$ cat config.mk
export PLATFORM = sky130hd
export DESIGN_NAME = block_sequencer
export DESIGN_NICKNAME = d
export VERILOG_FILES = /design/src/rtl/block_sequencer.sv
export SDC_FILE = /design/constraint.sdc
export NUM_CORES = 1
export LEC_CHECK = 0
export CAP_MARGIN = 15
export CORE_MARGIN = 2
export CORE_UTILIZATION = 46
export DETAILED_ROUTE_END_ITERATION = 10
export HOLD_SLACK_MARGIN = 0.1
export PLACE_DENSITY_LB_ADDON = 0.05
export RECOVER_POWER = 50
export SYNTH_ARGS = -nofsm -noshare
export SYNTH_HDL_FRONTEND = slang
export SYNTH_SLANG_ARGS = --single-unit
$ cat constraint.sdc
create_clock -name clk -period 2.7 [get_ports clk]
set_clock_uncertainty 0.15 [all_clocks]
set_input_delay 0.405 -clock clk [delete_from_list [all_inputs] [get_ports clk]]
set_output_delay 0.405 -clock clk [all_outputs]
set_load 0.01 [all_outputs]
$ cat src/rtl/block_sequencer.sv
// Splits a message length into per-block descriptors (size, thermometer mask,
// last/full flags, index) for the byte-validity datapath.

module size2valid #(
  parameter int VALUE_SIZE   = 5,
  parameter int BUS_OUT_SIZE = 16
) (
  input  logic [VALUE_SIZE-1:0]   i_size,
  output logic [BUS_OUT_SIZE-1:0] o_valid
);

  always_comb begin
    o_valid = '0;
    for (int i = 0; i < BUS_OUT_SIZE; i++) begin
      o_valid[i] = (VALUE_SIZE'(i) < i_size);
    end
  end

endmodule

module block_sequencer #(
  parameter  int BLOCK_BYTES = 16,
  parameter  int LEN_SIZE    = 16,
  localparam int SIZE_BITS   = $clog2(BLOCK_BYTES) + 1
) (
  input  logic                   clk,
  input  logic                   rst_n,
  input  logic [LEN_SIZE-1:0]    cmd_len,
  input  logic                   cmd_empty_blk,
  input  logic                   cmd_valid,
  output logic                   cmd_ready,
  input  logic                   abort,
  output logic                   blk_valid,
  input  logic                   blk_ready,
  output logic [SIZE_BITS-1:0]   blk_size,
  output logic [BLOCK_BYTES-1:0] blk_mask,
  output logic                   blk_last,
  output logic                   blk_full,
  output logic [LEN_SIZE-1:0]    blk_idx,
  output logic                   busy
);

  // Handshakes: a transfer happens on a rising edge where valid & ready are
  // both high; abort overrides both, so nothing transfers in an abort cycle.

  typedef enum logic {ST_IDLE, ST_EMIT} state_t;

  state_t              r_state;
  logic [LEN_SIZE-1:0] r_rem;
  logic [LEN_SIZE-1:0] r_idx;

  state_t              w_state_nxt;
  logic [LEN_SIZE-1:0] w_rem_nxt;
  logic [LEN_SIZE-1:0] w_idx_nxt;
  logic                w_emit;
  logic                w_last;
  logic [LEN_SIZE-1:0] w_size_wide;

  // min(rem, BLOCK_BYTES) is formed at full length width before narrowing.
  assign w_emit      = (r_state == ST_EMIT);
  assign w_last      = (r_rem <= LEN_SIZE'(BLOCK_BYTES));
  assign w_size_wide = w_last ? r_rem : LEN_SIZE'(BLOCK_BYTES);

  assign cmd_ready = (r_state == ST_IDLE) & ~abort;
  assign blk_valid = w_emit;
  assign busy      = w_emit;
  assign blk_size  = w_emit ? w_size_wide[SIZE_BITS-1:0] : '0;
  assign blk_last  = w_emit & w_last;
  assign blk_full  = w_emit & (w_size_wide == LEN_SIZE'(BLOCK_BYTES));
  assign blk_idx   = w_emit ? r_idx : '0;

  size2valid #(
    .VALUE_SIZE  (SIZE_BITS),
    .BUS_OUT_SIZE(BLOCK_BYTES)
  ) u_mask (
    .i_size (blk_size),
    .o_valid(blk_mask)
  );

  always_comb begin
    w_state_nxt = r_state;
    w_rem_nxt   = r_rem;
    w_idx_nxt   = r_idx;
    if (abort) begin
      w_state_nxt = ST_IDLE;
      w_rem_nxt   = '0;
      w_idx_nxt   = '0;
    end else begin
      case (r_state)
        ST_IDLE: begin
          if (cmd_valid) begin
            w_rem_nxt = cmd_len;
            w_idx_nxt = '0;
            // A zero-length command without the empty-block request is consumed silently.
            if ((cmd_len != '0) || cmd_empty_blk) w_state_nxt = ST_EMIT;
          end
        end
        ST_EMIT: begin
          if (blk_ready) begin
            w_rem_nxt = r_rem - w_size_wide;
            w_idx_nxt = r_idx + LEN_SIZE'(1);
            if (w_last) w_state_nxt = ST_IDLE;
          end
        end
        default: w_state_nxt = ST_IDLE;
      endcase
    end
  end

  always_ff @(posedge clk or negedge rst_n) begin
    if (!rst_n) begin
      r_state <= ST_IDLE;
      r_rem   <= '0;
      r_idx   <= '0;
    end else begin
      r_state <= w_state_nxt;
      r_rem   <= w_rem_nxt;
      r_idx   <= w_idx_nxt;
    end
  end

endmodule

==> metrics.md <==
| Metric | Value |
|---|---|
| DR vias/cell | `5.619` |
| ANT nets after route | `0` |
| Post-synth EDFFs | `0` |
| Iteration-0 DRC Markers | `153` |
| Max-slew violation count | `0` |
| CP delay by family, top | `buffers and inverters` |
| DP HPWL | `5.346 mm` |
| Total power | `1.510 mW` |
| First-pass GRT wire length | `11.16 mm` |
| Peak supply drop | `0.3535 mV` |
| CP peak stage delay | `400 ps` |
| Clock transition at path regs | `70 ps` |
| Die Y-Extent | `75.44 um` |
| Synthesized area per cell | `7.984 um2` |
| Setup WS post-layout | `84.97 ps` |
| Crit share post-route | `0.9685` |
| Inserted Diodes | `0` |
| Mapped Area | `2347 um2` |
| Pwr Density | `451.2 nW/um2` |
| Starting Density | `0.4873` |
| Fraction of layout cells with a size suffix above 1 | `0.1440` |
| Main synth FF type | `dfrtp_1` |
| Antenna violations before repair | `0` |
| Die W | `75.44 um` |
| Max cap viols | `0` |
| Mapped Cells | `294` |
| Critical Path AT | `2060 ps` |
| Critical Path Fanout Max | `7` |
| Most used cell, CP | `buf_4` |
| Worst slew pin tran | `851.4 ps` |
| Gpl congestion | `0.9627` |
| Final Hold Viols | `0` |
| Count of state elements after synthesis | `33` |
| FMAX | `382.4 MHz` |
| Slowest-stage cell, CP | `dfrtp_1` |
| Outcome | `completed` |
| Commonest non-fill, non-tap cells in the layout | `clkdlybuf4s50_1, nand2_1, dfrtp_1` |
| Buffer and inverter count on the worst path | `4` |
| Kind of critical path | `flop to output port` |
| Initial DRT Pass Iterations | `4` |
| GRT Total Usage | `0.2611` |
| Pin count of the biggest net entering global routing | `34` |
| Detailed-route DRC error count | `0` |
| Post-synth cell types | `54` |
| Synth Warn # | `0` |
| Seq/Total Area, Yosys | `0.3518` |
| Num ports | `64` |
| Remaining Overflow, GRT | `0` |
| Hold Crit Class | `flop to flop` |
| Worst-skew pair later-pin latency | `280 ps` |
| Std-Cell Rows | `25` |
| Clk sinks | `33` |
| DRT Wirelength | `7.132 mm` |
| Setup crit end kind | `output port` |
| Most common cell after layout, fill and taps aside | `clkdlybuf4s50_1` |
| Final Setup Violations | `0` |
| Clock root cell | `clkbuf_8` |
| Worst path required time | `2140 ps` |
| Die area | `5690 um2` |
| Synthesized Nets | `318` |
| Vias in the first global route | `2270` |
| Max Buffers Root-to-Sink | `2` |
| Vias | `2523` |
| Setup crit start kind | `flop` |
| Layout area overhead | `42.54%` |
| CTS tree | `yes` |
| Layout Nets | `405` |
| H-tree depth | `2` |
| DR WL/cell | `15.88 um` |
| Rel. slew slack | `0.4324` |
| CP cell instances | `nor4_4, buf_4, nand2_2, o31ai_2, buf_4, buf_4, o21ai_0, dlygate4sd2_1` |
| Leakage power | `1.556 nW` |
| DP Worst Slack | `59.23 ps` |
| FILL cells | `439` |
| Synth async-reset ratio | `1.000` |
| Num CTS Buffers | `5` |
| Core Footprint | `4817 um2` |
| Min cycle time layout | `2615 ps` |
| Buffers on Ports | `63` |
==> synth_stat cells, drive strengths merged, types with 2 or more instances <==
library cell  count  area share
and2             20       0.053
nor2             28       0.045
a22oi             5       0.016
buf               4       0.010
o22ai             2      0.0053
nand2            35       0.056
a32oi             3       0.011
a32o              2      0.0085
nor2b             6       0.016
or3               2      0.0053
inv              10       0.016
nor4              7       0.021
clkbuf           14       0.022
or4               2      0.0064
ha                2       0.011
a21boi            5       0.016
nand4             7       0.019
xnor2             3       0.011
or2               3      0.0080
nand3            10       0.021
nor3              8       0.017
a31oi             3      0.0080
nand2b            4       0.012
o21ai            26       0.055
dfrtp            33        0.35
a21oi             9       0.019
mux2i             3       0.013
xor2             10       0.037
and3              4       0.011
a22o              2      0.0075
o211ai            4       0.015
==> through the flow <==
step	hold WS [ps]	cell area [um2]	cells	utilization	setup TNS (ps)
after floorplan	-40.59	2347	294	-	0
after global placement	379.8	3226	438	0.6696	0
after detailed placement	393.6	3226	438	0.6696	0
after CTS	391.3	3314	448	0.6881	-63.88
after global routing	423.6	3346	449	0.6945	-26.76
final	393.7	3346	449	0.6945	0
==> logic make-up (layout without fill, tap and decap cells) <==
kind of cell | count (synthesis) | after routing | synth area share
fa+ha+maj | 2 | 2 | 0.01066
compound gates | 73 | 73 | 0.2148
other cells | 1 | 1 | 0.001598
simple gates | 140 | 140 | 0.3065
xor+xnor | 13 | 13 | 0.04851
flops | 33 | 33 | 0.3518
buf+inv | 28 | 116 | 0.04850
mux | 4 | 4 | 0.01759
==> path summary, 6_finish.rpt <==
| check | from | to | slack (ps) | depth (start not counted) |
|---|---|---|---|---|
| max in group asynchronous | rst_n | r_rem[12] | 1260 | 2 |
| setup reg to reg | blk_valid | r_idx[2] | 310 | 7 |
| hold reg to reg | r_idx[15] | r_idx[15] | 390 | 2 |
| setup / recovery | r_rem[12] | blk_mask[2] | 80 | 8 |
| min in group asynchronous | rst_n | r_rem[4] | 610 | 2 |
| hold / removal | r_idx[15] | r_idx[15] | 390 | 2 |
==> flip-flops by register name, summed over array words and instances, names as in the netlist <==
register and cells:
r_rem 16, blk_valid 1, r_idx 16
==> where the power goes <==
part | switching, mW | leakage [nW] | internal (mW) | total, mW
registers | 0.0344 | 0.447 | 0.524 | 0.558
logic | 0.324 | 1.06 | 0.267 | 0.591
clock network | 0.182 | 0.0450 | 0.179 | 0.361
total | 0.540 | 1.56 | 0.970 | 1.51
==> repair_timing <==
item,4_1_cts,5_1_grt
pin swaps,4,2
setup buffers,2,1
gates resized for setup,19,17
hold buffers,0,0
endpoints found under the setup margin,23,13
==> worst min-delay path, cell delays in order (launching register included) <==
cell and delay (ps):
dfrtp_1 380, o21ai_0 70, a21oi_1 60
==> layer usage <==
layer	global-route usage	vias up	routed length, um
met3	0.03704	12	479
met1	0.3757	1209	3234
met5	0	-	0
li1	-	1216	-
met2	0.4068	86	3303
met4	0.08382	0	115
==> layout make-up <==
cell class | instances | area [um2] | area share
Clock buffer | 6 | 72.57 | 0.02169
Multi-Input combinational cell | 233 | 1450 | 0.4334
Timing Repair Buffer | 98 | 865.8 | 0.2588
Tap cell | 67 | 83.83 | 0.02506
Clock inverter | 2 | 10.01 | 0.002992
Inverter | 10 | 37.54 | 0.01122
Sequential cell | 33 | 825.8 | 0.2468
No activity file was read; power rests on OpenSTA's default activity.
